--- src/rtl/imem_boot_loader_if.sv ---
// Byte-stream input, instruction-memory write port and boot status of the loader.
// The loader attaches through the slave modport; the image source/memory side uses master.
interface imem_boot_loader_if;
  logic        in_valid;
  logic [7:0]  in_data;
  logic        in_ready;
  logic        wr_en;
  logic [31:0] wr_addr;
  logic [31:0] wr_data;
  logic        core_rst;
  logic        done;
  logic        err;

  modport slave (
    input  in_valid, in_data,
    output in_ready, wr_en, wr_addr, wr_data, core_rst, done, err
  );

  modport master (
    output in_valid, in_data,
    input  in_ready, wr_en, wr_addr, wr_data, core_rst, done, err
  );
endinterface

--- src/rtl/imem_boot_loader.sv ---
// Boot loader: parses a counted, XOR-checksummed byte frame into little-endian words,
// writes them to instruction memory and releases the core only after a verified load.
module imem_boot_loader #(
  parameter int unsigned DEPTH     = 64,
  parameter logic [31:0] ADDR_BASE = 32'h0000_0000
) (
  input  logic               clk,
  input  logic               rst,
  imem_boot_loader_if.slave  bus
);

  localparam int IDX_W = $clog2(DEPTH + 1);

  localparam logic [2:0] S_HDR_LO = 3'd0;
  localparam logic [2:0] S_HDR_HI = 3'd1;
  localparam logic [2:0] S_CHECK  = 3'd2;
  localparam logic [2:0] S_DATA   = 3'd3;
  localparam logic [2:0] S_CSUM   = 3'd4;
  localparam logic [2:0] S_DONE   = 3'd5;
  localparam logic [2:0] S_ERR    = 3'd6;

  logic [2:0]       state_q, state_d;
  logic [15:0]      cnt_q, cnt_d;
  logic [IDX_W-1:0] idx_q, idx_d;
  logic [1:0]       lane_q, lane_d;
  logic [7:0]       xor_q, xor_d;
  logic [23:0]      word_q, word_d;
  logic             wr_en_q, wr_en_d;
  logic [31:0]      wr_addr_q, wr_addr_d;
  logic [31:0]      wr_data_q, wr_data_d;

  logic in_ready_w;
  logic accept;

  assign in_ready_w = (state_q == S_HDR_LO) || (state_q == S_HDR_HI) ||
                      (state_q == S_DATA)   || (state_q == S_CSUM);
  assign accept     = bus.in_valid && in_ready_w;

  always_comb begin
    state_d   = state_q;
    cnt_d     = cnt_q;
    idx_d     = idx_q;
    lane_d    = lane_q;
    xor_d     = xor_q;
    word_d    = word_q;
    wr_en_d   = 1'b0;
    wr_addr_d = wr_addr_q;
    wr_data_d = wr_data_q;
    case (state_q)
      S_HDR_LO: if (accept) begin
        cnt_d[7:0] = bus.in_data;
        state_d    = S_HDR_HI;
      end
      S_HDR_HI: if (accept) begin
        cnt_d[15:8] = bus.in_data;
        state_d     = S_CHECK;
      end
      S_CHECK: begin
        if (cnt_q == 16'd0 || 32'(cnt_q) > DEPTH) begin
          state_d = S_ERR;
        end else begin
          idx_d   = '0;
          lane_d  = 2'd0;
          xor_d   = 8'd0;
          state_d = S_DATA;
        end
      end
      S_DATA: if (accept) begin
        xor_d  = xor_q ^ bus.in_data;
        lane_d = lane_q + 2'd1;
        case (lane_q)
          2'd0: word_d[7:0]   = bus.in_data;
          2'd1: word_d[15:8]  = bus.in_data;
          2'd2: word_d[23:16] = bus.in_data;
          default: begin
            // Word complete: the write strobe lands in the next cycle with stable addr/data.
            wr_en_d   = 1'b1;
            wr_data_d = {bus.in_data, word_q};
            wr_addr_d = ADDR_BASE + (32'(idx_q) << 2);
            idx_d     = idx_q + IDX_W'(1);
            if (32'(idx_q) + 32'd1 == 32'(cnt_q)) state_d = S_CSUM;
          end
        endcase
      end
      S_CSUM: if (accept) begin
        state_d = (bus.in_data == xor_q) ? S_DONE : S_ERR;
      end
      default: state_d = state_q;
    endcase
  end

  always_ff @(posedge clk) begin
    if (rst) begin
      state_q   <= S_HDR_LO;
      cnt_q     <= 16'd0;
      idx_q     <= '0;
      lane_q    <= 2'd0;
      xor_q     <= 8'd0;
      word_q    <= 24'd0;
      wr_en_q   <= 1'b0;
      wr_addr_q <= ADDR_BASE;
      wr_data_q <= 32'd0;
    end else begin
      state_q   <= state_d;
      cnt_q     <= cnt_d;
      idx_q     <= idx_d;
      lane_q    <= lane_d;
      xor_q     <= xor_d;
      word_q    <= word_d;
      wr_en_q   <= wr_en_d;
      wr_addr_q <= wr_addr_d;
      wr_data_q <= wr_data_d;
    end
  end

  assign bus.in_ready = in_ready_w;
  assign bus.wr_en    = wr_en_q;
  assign bus.wr_addr  = wr_addr_q;
  assign bus.wr_data  = wr_data_q;
  assign bus.done     = (state_q == S_DONE);
  assign bus.err      = (state_q == S_ERR);
  assign bus.core_rst = (state_q != S_DONE);

endmodule

--- src/flat_wrapper.sv ---
// flat-port wrapper written by rule: the top's interface ports become plain ports
module imem_boot_loader_flat 
#(
  parameter int unsigned DEPTH     = 64,
  parameter logic [31:0] ADDR_BASE = 32'h0000_0000
)
  (clk, rst, bus_in_valid, bus_in_data, bus_in_ready, bus_wr_en, bus_wr_addr, bus_wr_data, bus_core_rst, bus_done, bus_err);
  imem_boot_loader_if bus_i ();
  input  logic clk;
  input  logic rst;
  input wire logic [$bits(bus_i.in_valid)-1:0] bus_in_valid;
  input wire logic [$bits(bus_i.in_data)-1:0] bus_in_data;
  output wire logic [$bits(bus_i.in_ready)-1:0] bus_in_ready;
  output wire logic [$bits(bus_i.wr_en)-1:0] bus_wr_en;
  output wire logic [$bits(bus_i.wr_addr)-1:0] bus_wr_addr;
  output wire logic [$bits(bus_i.wr_data)-1:0] bus_wr_data;
  output wire logic [$bits(bus_i.core_rst)-1:0] bus_core_rst;
  output wire logic [$bits(bus_i.done)-1:0] bus_done;
  output wire logic [$bits(bus_i.err)-1:0] bus_err;
  assign bus_i.in_valid = bus_in_valid;
  assign bus_i.in_data = bus_in_data;
  assign bus_in_ready = bus_i.in_ready;
  assign bus_wr_en = bus_i.wr_en;
  assign bus_wr_addr = bus_i.wr_addr;
  assign bus_wr_data = bus_i.wr_data;
  assign bus_core_rst = bus_i.core_rst;
  assign bus_done = bus_i.done;
  assign bus_err = bus_i.err;
  imem_boot_loader #(.DEPTH(DEPTH), .ADDR_BASE(ADDR_BASE)) u_core (.clk(clk), .rst(rst), .bus(bus_i));
endmodule
--- config.mk ---
export PLATFORM = sky130hd
export DESIGN_NAME = imem_boot_loader_flat
export DESIGN_NICKNAME = d
export VERILOG_FILES = /design/src/rtl/imem_boot_loader_if.sv /design/src/rtl/imem_boot_loader.sv /design/src/flat_wrapper.sv
export SDC_FILE = /design/constraint.sdc
export NUM_CORES = 1
export LEC_CHECK = 0
export BUFFER_PORTS_ARGS = -buffer_cell sky130_fd_sc_hd__buf_2
export CORE_MARGIN = 1
export CORE_UTILIZATION = 40
export DETAILED_ROUTE_END_ITERATION = 16
export GPL_TIMING_DRIVEN = 0
export MAX_ROUTING_LAYER = met4
export PLACE_DENSITY = 0.67
export SETUP_SLACK_MARGIN = 0.2
export SLEW_MARGIN = 30
export SYNTH_ARGS = -nofsm -noshare
export SYNTH_HDL_FRONTEND = slang
export SYNTH_SLANG_ARGS = --single-unit
--- constraint.sdc ---
create_clock -name clk -period 4.34 [get_ports clk]
set_input_delay 0.868 -clock clk [delete_from_list [all_inputs] [get_ports clk]]
set_output_delay 0.868 -clock clk [all_outputs]
set_load 0.02 [all_outputs]
==> results.yml <==
worst_hold_path:
  hp-class: "reg2reg"
final_layout:
  areaGrowthSynthToFinish_pct: 15.9
  finish.instance_area_um2: 5170
  final_common_cell: "nand2_1"
  n_antenna_cell: 0
  nets: 681
  drive_gt1_share_pct: 13.6
  mostFrequentLayoutCells: "153 x nand2_1, 100 x dfxtp_1, 95 x a21oi_1"
grt:
  grt_usage_pct: 19.7
  grt_antenna_before_repair: 0
  grt_pass1_wl_um: 17400
  overflow: 0
  grt_pass1_vias: 3574
  grt_max_degree: 17
routing:
  ant_nets: 0
  drc: 0
  drt_wl_total_um: 10700
  firstDrtPassIters: 5
  vias: 4012
  drtIter0Drc: 239
  vias_per_cell: 4.96
  post_drt_wl_per_cell_um: 13.2
setup_path:
  critPathKind: "reg2out"
  cp_max_fo: 10
  crit_path_end_kind: "output port"
  critPathRequiredTime_ps: 3470
  start_kind: "flop"
  crit_arrival_ps: 2100
timing:
  worstMarginPinSlew_ps: 820
  relSlewSlack_pct: 44.9
  setup_viol: 0
  finalCritPeriodShare_pct: 68.3
  tns_ps: 0
  fin_skew_ps: 11.2
  hold_viol: 0
  rsz0062_at_grt: "no"
  slew_violations: 0
  fmax_ghz: 0.337
  worst_slack_ps: 1370
  finalCriticalPeriod_ps: 2970
logic_synthesis:
  synth_edf_count: 0
  ys_ff_latch: 100
  ys.warnings.count: 0
  syn-cell-area_um2: 4460
  ys_seq_area_share_pct: 44.9
  synth_cell_types: 46
  synthFlopType: "dfxtp_1"
  avgSynthCellArea_um2: 7.63
  synth_cells: 584
  async_flop_share_pct: 0
clock_network:
  root_buffer: "clkbuf_8"
  post_cts_buffers: 0
  cts_tree: "built"
  insertion_delay_ps: 370
  cts_inserted_buffers: 9
  htree_num_levels: 3
  cts.sinks: 100
  hold_buffers: 0
  clk_path_buf_depth: 2
  path_clk_slew_ps: 100
  cts.repair.resized: 0
power_and_ir_drop:
  p_per_area_nw_per_um2: 367
  power.leakage_nw: 2.01
  ir_drop_uv: 225
flow_run:
  maxCapViolCount: 0
place:
  io_buffers: 46
  dp_hpwl_um: 7660
  placed_area_um2: 4950
  gp_congestion: 0.819
  place_ws_ps: 1570
die:
  ios: 80
  die_w_um: 108
  die_y_um: 108
  core_area_um2: 10800
  initial_core_util_pct: 41.1
  die_area_um2: 11600
  rows: 38
outcome:
  status: "finished clean"
[critical path: stages (launching register included)]
cell      delay, ps
dfxtp_1         400
clkbuf_1        340
clkbuf_1        410
nand2_1          80
or2_2           290
inv_1            60
buf_2           150
[sequential cells by signal, summed over array words and instances, names as in the netlist]
| name | cells |
|---|---|
| u_core.word_q | 24 |
| u_core.bus.wr_data | 32 |
| u_core.idx_q | 7 |
| u_core.bus.wr_addr | 7 |
| u_core.cnt_q | 16 |
| u_core.bus.wr_en | 1 |
| u_core.state_q | 3 |
| u_core.lane_q | 2 |
| u_core.xor_q | 8 |
[synth_stat cells, types with 4 or more instances]
cell,instances,area (um2)
a21oi_1,95,475
and2_1,4,25.0
and3_1,6,37.5
buf_4,25,188
clkbuf_1,46,173
dfxtp_1,100,2000
ha_1,5,62.6
inv_1,9,33.8
nand2_1,153,574
nand2b_1,9,56.3
nand3_1,27,135
nor2_1,10,37.5
nor2b_1,13,81.3
nor3_1,7,35.0
nor4_1,4,25.0
o21ai_0,6,30.0
o21ai_1,13,65.1
o22ai_1,4,25.0
or3_1,4,25.0
xnor2_1,4,35.0
xor2_1,11,96.3
[logic make-up (layout without fill, tap and decap cells)]
| group | count (synthesis) | count (layout) | share of synthesized area [%] |
|---|---|---|---|
| fa+ha+maj | 5 | 5 | 1.40 |
| flops | 100 | 100 | 44.9 |
| simple gates | 248 | 248 | 25.4 |
| mux | 1 | 1 | 0.225 |
| xor+xnor | 15 | 15 | 2.95 |
| compound gates | 133 | 133 | 16.1 |
| buf+inv | 81 | 142 | 8.93 |
| other cells | 1 | 25 | 0.0841 |
[through the flow]
step           total power (W)  utilization, %  hold WS (ps)  cells
4_1_cts                0.00190            47.6           457    809
3_5_place_dp           0.00126            45.7           444    794
5_1_grt                0.00197            47.7           474    809
6_report               0.00189            47.7           455    809
3_3_place_gp           0.00126            45.7           438    794
2_1_floorplan          0.00120               -           431    608
[worst paths after layout]
kind,to,start,depth (start not counted),slack (ps)
worst min register to register,u_core.bus.wr_data[9],u_core.bus.wr_data[9],2,460
worst max register to register,u_core.bus.wr_data[29],u_core.state_q[2],9,1750
worst min-delay path,u_core.bus.wr_data[9],u_core.bus.wr_data[9],2,460
worst max-delay path,bus_done,u_core.state_q[0],6,1370
[power by group]
part	internal (W)	switching, W	total (W)
sequential	0.000940	0.0000194	0.000960
clock	0.000325	0.000323	0.000648
combinational	0.000107	0.000181	0.000288
total	0.00137	0.000523	0.00189
[per-layer routing]
layer	up-vias	global-route usage, %	routed length, um
met5	-	-	0
li1	2046	-	-
met2	118	30.4	4890
met4	0	5.68	149
met1	1835	26.6	5070
met3	13	3.27	590
[final cells by class]
type,count,area [um2]
Inverter,9,33.8
Sequential cell,100,2000
Buffer,72,364
Timing Repair Buffer,46,230
Clock inverter,5,85.1
Clock buffer,10,128
Multi-Input combinational cell,427,2150
Tap cell,140,175
Fill cell,1117,5670
Note: power is estimated with default switching activity, not from simulation.
